[config.mk]
export PLATFORM = sky130hd
export DESIGN_NAME = uart_regmap_master_flat
export DESIGN_NICKNAME = d
export VERILOG_FILES = /design/src/rtl/uart_regmap_pkg.sv /design/src/rtl/uart_regmap_master_if.sv /design/src/rtl/uart_regmap_timer.sv /design/src/rtl/uart_regmap_master.sv /design/src/flat_wrapper.sv
export SDC_FILE = /design/constraint.sdc
export NUM_CORES = 1
export LEC_CHECK = 0
export CAP_MARGIN = 20
export CORE_ASPECT_RATIO = 1.4
export CORE_MARGIN = 3
export CORE_UTILIZATION = 30
export CTS_CLUSTER_SIZE = 8
export DETAILED_ROUTE_END_ITERATION = 10
export PLACE_DENSITY = 0.56
export SLEW_MARGIN = 40
export SYNTH_ARGS = -nofsm -noshare
export SYNTH_HDL_FRONTEND = slang
export SYNTH_SLANG_ARGS = --single-unit
export TNS_END_PERCENT = 5
[constraint.sdc]
create_clock -name clk -period 2.6 [get_ports clk]
set_input_delay 0.39 -clock clk [delete_from_list [all_inputs] [get_ports clk]]
set_output_delay 0.39 -clock clk [all_outputs]
set_load 0.01 [all_outputs]
[src/rtl/uart_regmap_pkg.sv]
// Shared types and helpers for the UART byte-regmap host initiator.
//   state_e      : initiator FSM states
//   HDR_READ_BIT : header bit that marks a read request
//   make_hdr()   : builds the request header {rd, slave_id}
package uart_regmap_pkg;

    typedef enum logic [3:0] {
        ST_IDLE,
        ST_SEND_HDR,
        ST_SEND_ADDR,
        ST_SEND_WDATA,
        ST_SEND_LEN,
        ST_TX_WAIT,
        ST_GAP,
        ST_RX_HDR,
        ST_RX_DATA,
        ST_DONE
    } state_e;

    localparam int HDR_READ_BIT = 7;

    function automatic logic [7:0] make_hdr(input logic rd, input logic [6:0] id);
        logic [7:0] h;
        h               = {1'b0, id};
        h[HDR_READ_BIT] = rd;
        return h;
    endfunction

endpackage

[src/rtl/uart_regmap_master_if.sv]
// Controller-side command/data interface of the regmap initiator.
//   master modport : local controller (issues commands, supplies write data)
//   slave modport  : uart_regmap_master (consumes commands, returns read data/status)
interface uart_regmap_master_if #(
    parameter int NUM_ADDR_BYTES = 2
) ();
    logic                        cmd_valid;
    logic                        cmd_ready;
    logic                        cmd_read;
    logic [6:0]                  cmd_slave_id;
    logic [NUM_ADDR_BYTES*8-1:0] cmd_address;
    logic [7:0]                  cmd_len_m1;
    logic [7:0]                  wr_data;
    logic                        wr_data_valid;
    logic                        wr_data_ready;
    logic [7:0]                  rd_data;
    logic                        rd_data_valid;
    logic                        done;
    logic                        error;

    modport master (
        output cmd_valid, cmd_read, cmd_slave_id, cmd_address, cmd_len_m1,
               wr_data, wr_data_valid,
        input  cmd_ready, wr_data_ready, rd_data, rd_data_valid, done, error
    );

    modport slave (
        input  cmd_valid, cmd_read, cmd_slave_id, cmd_address, cmd_len_m1,
               wr_data, wr_data_valid,
        output cmd_ready, wr_data_ready, rd_data, rd_data_valid, done, error
    );
endinterface

[src/rtl/uart_regmap_timer.sv]
// Loadable down-counter shared by the post-request idle gap and the
// response-byte timeout.
//   clk, rst_n  : clock, async active-low reset
//   load_i      : load load_val_i (wins over dec_i)
//   load_val_i  : value to load
//   dec_i       : decrement by one, saturating at zero
//   zero_o      : counter is zero
module uart_regmap_timer #(
    parameter int W = 16
) (
    input  logic         clk,
    input  logic         rst_n,
    input  logic         load_i,
    input  logic [W-1:0] load_val_i,
    input  logic         dec_i,
    output logic         zero_o
);
    logic [W-1:0] cnt_q, cnt_d;

    always_comb begin
        cnt_d = cnt_q;
        if (load_i)
            cnt_d = load_val_i;
        else if (dec_i && cnt_q != '0)
            cnt_d = cnt_q - W'(1);
    end

    always_ff @(posedge clk or negedge rst_n) begin
        if (!rst_n) cnt_q <= '0;
        else        cnt_q <= cnt_d;
    end

    assign zero_o = (cnt_q == '0);
endmodule

[src/rtl/uart_regmap_master.sv]
// Host-side initiator for the UART byte-regmap protocol. Takes one command,
// serialises header/address/(data|len) into uart_tx, holds the line idle for
// GAP_CYCLES so the far end can frame the request, then (reads) collects the
// echoed header plus len_m1+1 data bytes from uart_rx.
//   clk, rst_n       : clock, async active-low reset
//   host (slave)     : command, write-data stream, read-data stream, done/error
//   tx_trig/tx_data  : byte launch to uart_tx; tx_bsy is its busy flag
//   rx_data_valid/out: byte strobe and data from uart_rx
module uart_regmap_master
    import uart_regmap_pkg::*;
#(
    parameter int NUM_ADDR_BYTES = 2,
    parameter int GAP_CYCLES     = 480,
    parameter int RESP_TIMEOUT   = 24000
) (
    input  logic                  clk,
    input  logic                  rst_n,
    uart_regmap_master_if.slave   host,
    output logic                  tx_trig,
    output logic [7:0]            tx_data,
    input  logic                  tx_bsy,
    input  logic                  rx_data_valid,
    input  logic [7:0]            rx_data_out
);
    localparam int AW      = NUM_ADDR_BYTES * 8;
    localparam int ACW     = NUM_ADDR_BYTES;
    localparam int TMR_MAX = (GAP_CYCLES > RESP_TIMEOUT) ? GAP_CYCLES : RESP_TIMEOUT;
    localparam int TMR_W   = $clog2(TMR_MAX + 1);
    localparam logic [ACW-1:0]   ADDR_LAST = ACW'(NUM_ADDR_BYTES - 1);
    localparam logic [TMR_W-1:0] GAP_LOAD  = TMR_W'(GAP_CYCLES - 1);
    localparam logic [TMR_W-1:0] RESP_LOAD = TMR_W'(RESP_TIMEOUT - 1);

    state_e          state_q, state_d, ret_q, ret_d;
    logic [7:0]      hdr_q, hdr_d, len_q, len_d;
    logic            rd_q, rd_d;
    logic [AW-1:0]   addr_sr_q, addr_sr_d;
    logic [ACW-1:0]  addr_cnt_q, addr_cnt_d;
    logic [8:0]      byte_cnt_q, byte_cnt_d;
    logic            err_q, err_d, mism_q, mism_d, echo_got_q, echo_got_d;
    logic            tx_trig_q, tx_trig_d, wr_rdy_q, wr_rdy_d, rd_vld_q, rd_vld_d;
    logic [7:0]      tx_data_q, tx_data_d, rd_data_q, rd_data_d;

    logic             tmr_load, tmr_dec, tmr_zero;
    logic [TMR_W-1:0] tmr_val;

    uart_regmap_timer #(.W(TMR_W)) u_timer (
        .clk        (clk),
        .rst_n      (rst_n),
        .load_i     (tmr_load),
        .load_val_i (tmr_val),
        .dec_i      (tmr_dec),
        .zero_o     (tmr_zero)
    );

    always_comb begin
        state_d    = state_q;
        ret_d      = ret_q;
        hdr_d      = hdr_q;
        len_d      = len_q;
        rd_d       = rd_q;
        addr_sr_d  = addr_sr_q;
        addr_cnt_d = addr_cnt_q;
        byte_cnt_d = byte_cnt_q;
        err_d      = err_q;
        mism_d     = mism_q;
        echo_got_d = echo_got_q;
        tx_data_d  = tx_data_q;
        rd_data_d  = rd_data_q;
        tx_trig_d  = 1'b0;
        wr_rdy_d   = 1'b0;
        rd_vld_d   = 1'b0;
        tmr_load   = 1'b0;
        tmr_dec    = 1'b0;
        tmr_val    = '0;

        case (state_q)
            ST_IDLE: begin
                if (host.cmd_valid) begin
                    hdr_d      = make_hdr(host.cmd_read, host.cmd_slave_id);
                    rd_d       = host.cmd_read;
                    len_d      = host.cmd_len_m1;
                    addr_sr_d  = host.cmd_address;
                    addr_cnt_d = '0;
                    byte_cnt_d = '0;
                    err_d      = 1'b0;
                    mism_d     = 1'b0;
                    echo_got_d = 1'b0;
                    state_d    = ST_SEND_HDR;
                end
            end
            ST_SEND_HDR: begin
                if (!tx_bsy) begin
                    tx_trig_d = 1'b1;
                    tx_data_d = hdr_q;
                    ret_d     = ST_SEND_ADDR;
                    state_d   = ST_TX_WAIT;
                end
            end
            ST_SEND_ADDR: begin
                // Address goes out MSB first by shifting the latched copy left.
                if (!tx_bsy) begin
                    tx_trig_d  = 1'b1;
                    tx_data_d  = addr_sr_q[AW-1 -: 8];
                    addr_sr_d  = addr_sr_q << 8;
                    addr_cnt_d = addr_cnt_q + ACW'(1);
                    if (addr_cnt_q == ADDR_LAST)
                        ret_d = rd_q ? ST_SEND_LEN : ST_SEND_WDATA;
                    else
                        ret_d = ST_SEND_ADDR;
                    state_d = ST_TX_WAIT;
                end
            end
            ST_SEND_WDATA: begin
                // No data available is a stall, never a timeout.
                if (!tx_bsy && host.wr_data_valid) begin
                    tx_trig_d  = 1'b1;
                    wr_rdy_d   = 1'b1;
                    tx_data_d  = host.wr_data;
                    byte_cnt_d = byte_cnt_q + 9'd1;
                    ret_d      = (byte_cnt_q == {1'b0, len_q}) ? ST_GAP : ST_SEND_WDATA;
                    state_d    = ST_TX_WAIT;
                end
            end
            ST_SEND_LEN: begin
                if (!tx_bsy) begin
                    tx_trig_d = 1'b1;
                    tx_data_d = len_q;
                    ret_d     = ST_GAP;
                    state_d   = ST_TX_WAIT;
                end
            end
            ST_TX_WAIT: begin
                // The trigger cycle is skipped: uart_tx only raises busy the
                // cycle after it sees tx_trig.
                if (!tx_trig_q && !tx_bsy) begin
                    state_d = ret_q;
                    if (ret_q == ST_GAP) begin
                        tmr_load   = 1'b1;
                        tmr_val    = GAP_LOAD;
                        byte_cnt_d = '0;
                    end
                end
            end
            ST_GAP: begin
                // A quick far end may echo before the gap expires; keep it.
                if (rd_q && rx_data_valid && !echo_got_q) begin
                    echo_got_d = 1'b1;
                    mism_d     = (rx_data_out != hdr_q);
                    err_d      = (rx_data_out != hdr_q);
                end
                if (tmr_zero) begin
                    if (!rd_q) begin
                        state_d = ST_DONE;
                    end else begin
                        state_d  = echo_got_d ? ST_RX_DATA : ST_RX_HDR;
                        tmr_load = 1'b1;
                        tmr_val  = RESP_LOAD;
                    end
                end else begin
                    tmr_dec = 1'b1;
                end
            end
            ST_RX_HDR: begin
                if (rx_data_valid) begin
                    mism_d   = (rx_data_out != hdr_q);
                    err_d    = (rx_data_out != hdr_q);
                    state_d  = ST_RX_DATA;
                    tmr_load = 1'b1;
                    tmr_val  = RESP_LOAD;
                end else if (tmr_zero) begin
                    err_d   = 1'b1;
                    state_d = ST_DONE;
                end else begin
                    tmr_dec = 1'b1;
                end
            end
            ST_RX_DATA: begin
                // After an echo mismatch bytes are still counted to stay
                // aligned with the far end, but not delivered.
                if (rx_data_valid) begin
                    rd_vld_d   = !mism_q;
                    rd_data_d  = rx_data_out;
                    byte_cnt_d = byte_cnt_q + 9'd1;
                    tmr_load   = 1'b1;
                    tmr_val    = RESP_LOAD;
                    if (byte_cnt_q == {1'b0, len_q})
                        state_d = ST_DONE;
                end else if (tmr_zero) begin
                    err_d   = 1'b1;
                    state_d = ST_DONE;
                end else begin
                    tmr_dec = 1'b1;
                end
            end
            ST_DONE: state_d = ST_IDLE;
            default: state_d = ST_IDLE;
        endcase
    end

    always_ff @(posedge clk or negedge rst_n) begin
        if (!rst_n) begin
            state_q    <= ST_IDLE;
            ret_q      <= ST_IDLE;
            hdr_q      <= '0;
            len_q      <= '0;
            rd_q       <= 1'b0;
            addr_sr_q  <= '0;
            addr_cnt_q <= '0;
            byte_cnt_q <= '0;
            err_q      <= 1'b0;
            mism_q     <= 1'b0;
            echo_got_q <= 1'b0;
            tx_trig_q  <= 1'b0;
            tx_data_q  <= '0;
            wr_rdy_q   <= 1'b0;
            rd_vld_q   <= 1'b0;
            rd_data_q  <= '0;
        end else begin
            state_q    <= state_d;
            ret_q      <= ret_d;
            hdr_q      <= hdr_d;
            len_q      <= len_d;
            rd_q       <= rd_d;
            addr_sr_q  <= addr_sr_d;
            addr_cnt_q <= addr_cnt_d;
            byte_cnt_q <= byte_cnt_d;
            err_q      <= err_d;
            mism_q     <= mism_d;
            echo_got_q <= echo_got_d;
            tx_trig_q  <= tx_trig_d;
            tx_data_q  <= tx_data_d;
            wr_rdy_q   <= wr_rdy_d;
            rd_vld_q   <= rd_vld_d;
            rd_data_q  <= rd_data_d;
        end
    end

    assign host.cmd_ready     = (state_q == ST_IDLE);
    assign host.done          = (state_q == ST_DONE);
    assign host.error         = err_q;
    assign host.wr_data_ready = wr_rdy_q;
    assign host.rd_data       = rd_data_q;
    assign host.rd_data_valid = rd_vld_q;
    assign tx_trig            = tx_trig_q;
    assign tx_data            = tx_data_q;
endmodule

[src/flat_wrapper.sv]
// flat-port wrapper written by rule: the top's interface ports become plain ports
module uart_regmap_master_flat import uart_regmap_pkg::*;
#(
    parameter int NUM_ADDR_BYTES = 2,
    parameter int GAP_CYCLES     = 480,
    parameter int RESP_TIMEOUT   = 24000
)
  (clk, rst_n, tx_trig, tx_data, tx_bsy, rx_data_valid, rx_data_out, host_cmd_valid, host_cmd_read, host_cmd_slave_id, host_cmd_address, host_cmd_len_m1, host_wr_data, host_wr_data_valid, host_cmd_ready, host_wr_data_ready, host_rd_data, host_rd_data_valid, host_done, host_error);
  uart_regmap_master_if #(.NUM_ADDR_BYTES(NUM_ADDR_BYTES)) host_i ();
  input  logic clk;
  input  logic rst_n;
  output logic tx_trig;
  output logic [7:0] tx_data;
  input  logic tx_bsy;
  input  logic rx_data_valid;
  input  logic [7:0] rx_data_out;
  input wire logic [$bits(host_i.cmd_valid)-1:0] host_cmd_valid;
  input wire logic [$bits(host_i.cmd_read)-1:0] host_cmd_read;
  input wire logic [$bits(host_i.cmd_slave_id)-1:0] host_cmd_slave_id;
  input wire logic [$bits(host_i.cmd_address)-1:0] host_cmd_address;
  input wire logic [$bits(host_i.cmd_len_m1)-1:0] host_cmd_len_m1;
  input wire logic [$bits(host_i.wr_data)-1:0] host_wr_data;
  input wire logic [$bits(host_i.wr_data_valid)-1:0] host_wr_data_valid;
  output wire logic [$bits(host_i.cmd_ready)-1:0] host_cmd_ready;
  output wire logic [$bits(host_i.wr_data_ready)-1:0] host_wr_data_ready;
  output wire logic [$bits(host_i.rd_data)-1:0] host_rd_data;
  output wire logic [$bits(host_i.rd_data_valid)-1:0] host_rd_data_valid;
  output wire logic [$bits(host_i.done)-1:0] host_done;
  output wire logic [$bits(host_i.error)-1:0] host_error;
  assign host_i.cmd_valid = host_cmd_valid;
  assign host_i.cmd_read = host_cmd_read;
  assign host_i.cmd_slave_id = host_cmd_slave_id;
  assign host_i.cmd_address = host_cmd_address;
  assign host_i.cmd_len_m1 = host_cmd_len_m1;
  assign host_i.wr_data = host_wr_data;
  assign host_i.wr_data_valid = host_wr_data_valid;
  assign host_cmd_ready = host_i.cmd_ready;
  assign host_wr_data_ready = host_i.wr_data_ready;
  assign host_rd_data = host_i.rd_data;
  assign host_rd_data_valid = host_i.rd_data_valid;
  assign host_done = host_i.done;
  assign host_error = host_i.error;
  uart_regmap_master #(.NUM_ADDR_BYTES(NUM_ADDR_BYTES), .GAP_CYCLES(GAP_CYCLES), .RESP_TIMEOUT(RESP_TIMEOUT)) u_core (.clk(clk), .rst_n(rst_n), .host(host_i), .tx_trig(tx_trig), .tx_data(tx_data), .tx_bsy(tx_bsy), .rx_data_valid(rx_data_valid), .rx_data_out(rx_data_out));
endmodule
Word level (Yosys, flattened, before mapping)
Index checks and enable logic that the tools add are counted.
{"block": "totals", "reg_bits": 89, "inputBits": 54, "elab_cells": 148}
{"block": "classes", "n_addsub": 3, "eq_ne": 27, "n_mux": 71, "n_reduce_logical": 30}
{"operator": "$mux 15", "count": 6}
{"operator": "$mux 4", "count": 16}
{"operator": "$mux 9", "count": 6}
{"operator": "$pmux 15 s3", "count": 1}
{"operator": "$pmux 9 s4", "count": 1}
{"operator": "$mux 16", "count": 2}
{"operator": "$mux 8", "count": 4}
{"operator": "$pmux 16 s2", "count": 1}
{"operator": "$pmux 8 s4", "count": 1}
{"operator": "$pmux 4 s7", "count": 1}
{"operator": "$eq 4x3->1 const B", "count": 5}
{"operator": "$mux 1", "count": 20}
{"operator": "$ne 2x2->1 const B", "count": 8}
{"operator": "$pmux 4 s4", "count": 1}
{"operator": "$logic_not 15->1", "count": 1}
{"operator": "$reduce_bool 15->1", "count": 1}
{"operator": "$sub 15x1->15 const B", "count": 1}
{"operator": "$reduce_and 6->1", "count": 2}
{"operator": "$reduce_bool 4->1", "count": 3}
{"operator": "$ne 2x1->1 const B", "count": 5}
{"operator": "$add 9x1->9 const B", "count": 1}
{"operator": "$eq 9x8->1", "count": 1}
{"operator": "$eq 4x2->1 const B", "count": 2}
{"operator": "$eq 4x4->1 const B", "count": 2}
{"operator": "other kinds (22)", "count": 39}

Longest topological paths before layout
{"block": "logic_depth", "word_depth": 8, "ltp_mapped": 8, "mapped_depth_nobuf": 7}

By module
Synthesis repeated with hierarchy kept, for this count alone.
{"block": "hier_totals", "hier_cells": 511, "hier_area_um2": 4675.7}
{"mod": "uart_regmap_master", "n_inst": 1, "cells_per_inst": 410, "area_each_um2": 3744.8, "seq_area_each_um2": 1801.7}
{"mod": "uart_regmap_timer", "n_inst": 1, "cells_per_inst": 101, "area_each_um2": 930.9, "seq_area_each_um2": 375.4}

Worst setup path before layout
Ideal clock, no wire load.
{"block": "synth_timing", "path_type": "register -> register", "start": "register u_core.u_timer.cnt_q[2]", "end": "register u_core.state_q[1]", "arrival_time_ps": 2159, "setup_slack_ps": 316, "path_stages_with_launch": 7, "path_buffers": 1, "synth_period_minus_slack_ps": 2284, "path_cell_list": "dfrtp_1 or4_1 buf_2 nor4_2 o21ai_1 a311oi_2 mux2_2"}
{"block": "synth_via", "elab_chain_len": 4, "word_cells_on_any_way": 7, "classes_between": "1 x eq/ne; 4 x mux; 2 x reduce/logical"}
{"element": "start, declared", "line": "uart_regmap_timer.sv:18", "source": "logic [W-1:0] cnt_q, cnt_d;"}
{"element": "start signal, assigned", "line": "uart_regmap_timer.sv:30", "source": "else cnt_q <= cnt_d;"}
{"element": "$logic_not 15->1 (*)", "line": "uart_regmap_timer.sv:33", "source": "assign zero_o = (cnt_q == '0);"}
{"element": "$mux 4"}
{"element": "$mux 4, on equally long branches"}
{"element": "$pmux 4 s7"}
{"element": "end signal, assigned", "line": "uart_regmap_master.sv:219", "source": "state_q <= state_d;"}
{"element": "end, declared", "line": "uart_regmap_master.sv:33", "source": "state_e state_q, state_d, ret_q, ret_d;"}
Every way passes the cells marked *; elsewhere a longest branch is shown, timed or not.
A chain may end at the register's enable or synchronous reset.

Worst setup path after layout
{"block": "layout_timing", "start": "register u_core.state_q[3]", "end": "output port host_done"}
{"block": "layout_via", "elab_chain_len": 1}
{"element": "$eq 4x4->1", "line": "uart_regmap_master.sv:239", "source": "assign host.done = (state_q == ST_DONE);"}
{"element": "end, declared", "line": "flat_wrapper.sv:28", "source": "output wire logic [$bits(host_i.done)-1:0] host_done;"}
Every way passes these cells.

==> flow_summary.yaml <==
outcome:
  run_status: "complete, no violations"
yosys:
  netlist_instances: 441
  syn_avg_cell_area_um2: 10.4
  synth_edf_count: 0
  synth_cell_type_count: 58
  synth_most_common_cell: "dfrtp_1"
  yosysTopAreaCellShare_pct: 47.7
  async_flop_share_pct: 100
  yosys_warnings: 0
  syn-cell-area_um2: 4560
  synth_area_leader_cell: "dfrtp_1"
  ys_top_cells_by_count: "87 x dfrtp_1, 34 x nand2_1, 27 x mux2_2, 22 x o21ai_0, 21 x xor2_1"
  syn_nets: 498
  synth_seq_cells: 87
  yosys-top-cells-area: "dfrtp_1 48%, mux2_2 6.7%, xor2_1 4.0%, a22o_1 3.5%, nand2_1 2.8%"
  ys_seq_area_share_pct: 47.7
  synth_flop_cell: "dfrtp_1"
critical_path:
  path_cells: "buf_4 -> inv_1 -> nor3_1 -> and2_1 -> clkdlybuf4s50_1"
  max_stage_delay_ps: 540
  endpoint_kind: "primary output"
  ff2ff_path_depth: 5
  cp-start-kind: "flip-flop"
  crit_arrival_ps: 2070
  crit-reg2reg-launch: "u_core.u_timer.cnt_q[7]"
  cp_max_fo: 10
  reg2reg_to: "u_core.state_q[2]"
  critPathRequiredTime_ps: 2210
  critical_path_class: "reg -> out"
  rrSetupSlack_ps: 240
  crit_slowest_cell: "clkdlybuf4s50_1"
sta:
  setup-tns-final_ps: 0
  period_share_pct: 94.7
  fmax_mhz: 406
  relSlewSlack_pct: 54.7
  rsz0062_at_grt: "false"
  finClkSkew_ps: 12.3
  hold_viol: 0
  slew_viol_final: 0
  period_minus_slack_ps: 2460
  setup_viol: 0
  timing.hold.ws_ps: 18.3
  tightest_slew_ps: 678
routing:
  num_vias: 3803
  first_pass_iters: 4
  routedWlPerCell_um: 16.8
  drtIter0Drc: 119
  drc_errors: 0
  drt_wl_total_um: 12000
  vias_per_cell: 5.31
  antenna_left: 0
finish:
  nets: 579
  fin_area_um2: 5960
  n_antenna_cell: 0
  drive_above_1_share_pct: 14.8
  area_delta_synth_final_pct: 30.6
  fill_cells: 1487
worst_hold_path:
  hp-class: "in -> async"
power_and_ir_drop:
  sw_frac_of_total_pct: 36.4
  p_comb_share_pct: 39.8
  p_leak_nw: 2.41
  pwr-share-clk_pct: 22.2
  seqPwrFrac_pct: 38.1
  p_switching_mw: 2.20
  ir_drop_v: 0.000444
  intPower_mw: 3.85
  power.density_nw_per_um2: 1010
placement:
  gp_congestion: 0.810
  placed_area_um2: 5650
  io_buffers: 75
  place_hpwl_um: 8850
global_routing:
  grt-ovfl-total: 0
  antenna_found_initial: 0
  grt_max_degree: 54
  grt_first_pass_wirelength_um: 19400
  grt_usage_pct: 14.7
  first_global_vias: 3847
clocking:
  hold_buffers: 0
  clock-sinks: 87
  cts_root_buffer: "clkbuf_16"
  cts_buffers: 9
  clk_latency_ps: 350
  htree_levels: 3
  ctsResizeCount: 0
  cts_setup_buffers: 0
  cts_tree: "yes"
  clock_path_buffers: 2
  clk_pin_slew_ps: 70
run:
  maxCapViolCount: 0
die:
  die_w_um: 110
  die_h_um: 152
  core_um2: 14700
  initial_utilization_pct: 31.0
  die-area_um2: 16800
  fp-row-count: 52
  ioPinCount: 76
[worst max-delay path, delay by kind of cell, from the launching register on]
kind | cells | cell delay (ps)
and+or+nand+nor | 2 | 470
DFF | 1 | 430
buffers and inverters | 3 | 810
[power by group through the flow]
stage	clock [mW]	combinational, mW	sequential [mW]
after global placement	0	2.36	2.31
after global routing	1.43	2.67	2.37
after CTS	1.38	2.43	2.30
after floorplan	0	1.56	2.23
final	1.34	2.40	2.30
after detailed placement	0	2.42	2.33
[cells in the final DEF (no fill, tap or decap), types with 9 or more instances in the layout]
cell | synthesis | layout
clkbuf_16 | 0 | 9
nand2b_1 | 9 | 9
o21ai_1 | 16 | 16
xor2_1 | 21 | 21
mux2_2 | 27 | 27
o21ai_0 | 22 | 22
clkdlybuf4s50_1 | 0 | 74
o31ai_1 | 14 | 14
a22o_1 | 18 | 18
buf_4 | 0 | 22
nor2_1 | 19 | 19
nand2_1 | 34 | 34
dfrtp_1 | 87 | 86
nand3_1 | 9 | 9
[metal layers]
metal	routed length, µm	global-route usage, %
met1	5180	18.3
met2	6180	24.9
met3	440	2.97
met4	229	4.75
met5	0	0
[flip-flops by register name (all words and copies together), names as in the netlist]
register / cells
u_core.mism_q: 1
u_core.host.wr_data_ready: 1
u_core.len_q: 8
u_core.addr_cnt_q: 2
u_core.host.rd_data: 8
u_core.addr_sr_q: 16
u_core.tx_data: 8
u_core.host.rd_data_valid: 1
u_core.u_timer.cnt_q: 15
u_core.tx_trig: 1
u_core.echo_got_q: 1
u_core.hdr_q: 8
u_core.ret_q: 3
u_core.byte_cnt_q: 9
u_core.host.error: 1
u_core.state_q: 4
[area by class of cell]
type	instances	area, µm²	share of cell area, %
clock buffer	10	229	3.84
clock inverter	6	75.1	1.26
inverter	8	30.0	0.504
multi-input combinational	318	2260	38.0
sequential	87	2180	36.6
tap	189	236	3.97
timing repair buffer	98	946	15.9
[worst max path at each step]
stage | from | to | slack [ps]
2_1_floorplan | u_core.u_timer.cnt_q[2] | u_core.state_q[1] | 320
3_3_place_gp | host_wr_data_valid | u_core.byte_cnt_q[5] | 250
3_5_place_dp | tx_bsy | u_core.byte_cnt_q[5] | 160
4_1_cts | u_core.state_q[3] | host_done | 80
5_1_grt | u_core.state_q[1] | host_cmd_ready | 40
6_report | u_core.state_q[3] | host_done | 140
[kinds of logic after synthesis]
| logic type | Yosys count | synth area share (%) |
|---|---|---|
| multiplexers | 36 | 8.91 |
| AO/OA/AOI/OAI | 128 | 19.7 |
| buffers and inverters | 36 | 3.18 |
| XOR/XNOR | 25 | 4.80 |
| flip-flops | 87 | 47.7 |
| AND/OR/NAND/NOR | 126 | 14.9 |
| adder cells (fa/ha/maj) | 3 | 0.822 |
[through the flow]
stage          setup WS (ps)  cells  util, %  total power [mW]
6_report                 139    716     40.5              6.05
5_1_grt                 43.1    716     40.5              6.47
4_1_cts                 79.7    716     40.5              6.12
3_5_place_dp             163    700     38.5              4.74
3_3_place_gp             251    700     38.4              4.67
2_1_floorplan            316    441        -              3.79
Power figures use the tool's default switching activity.
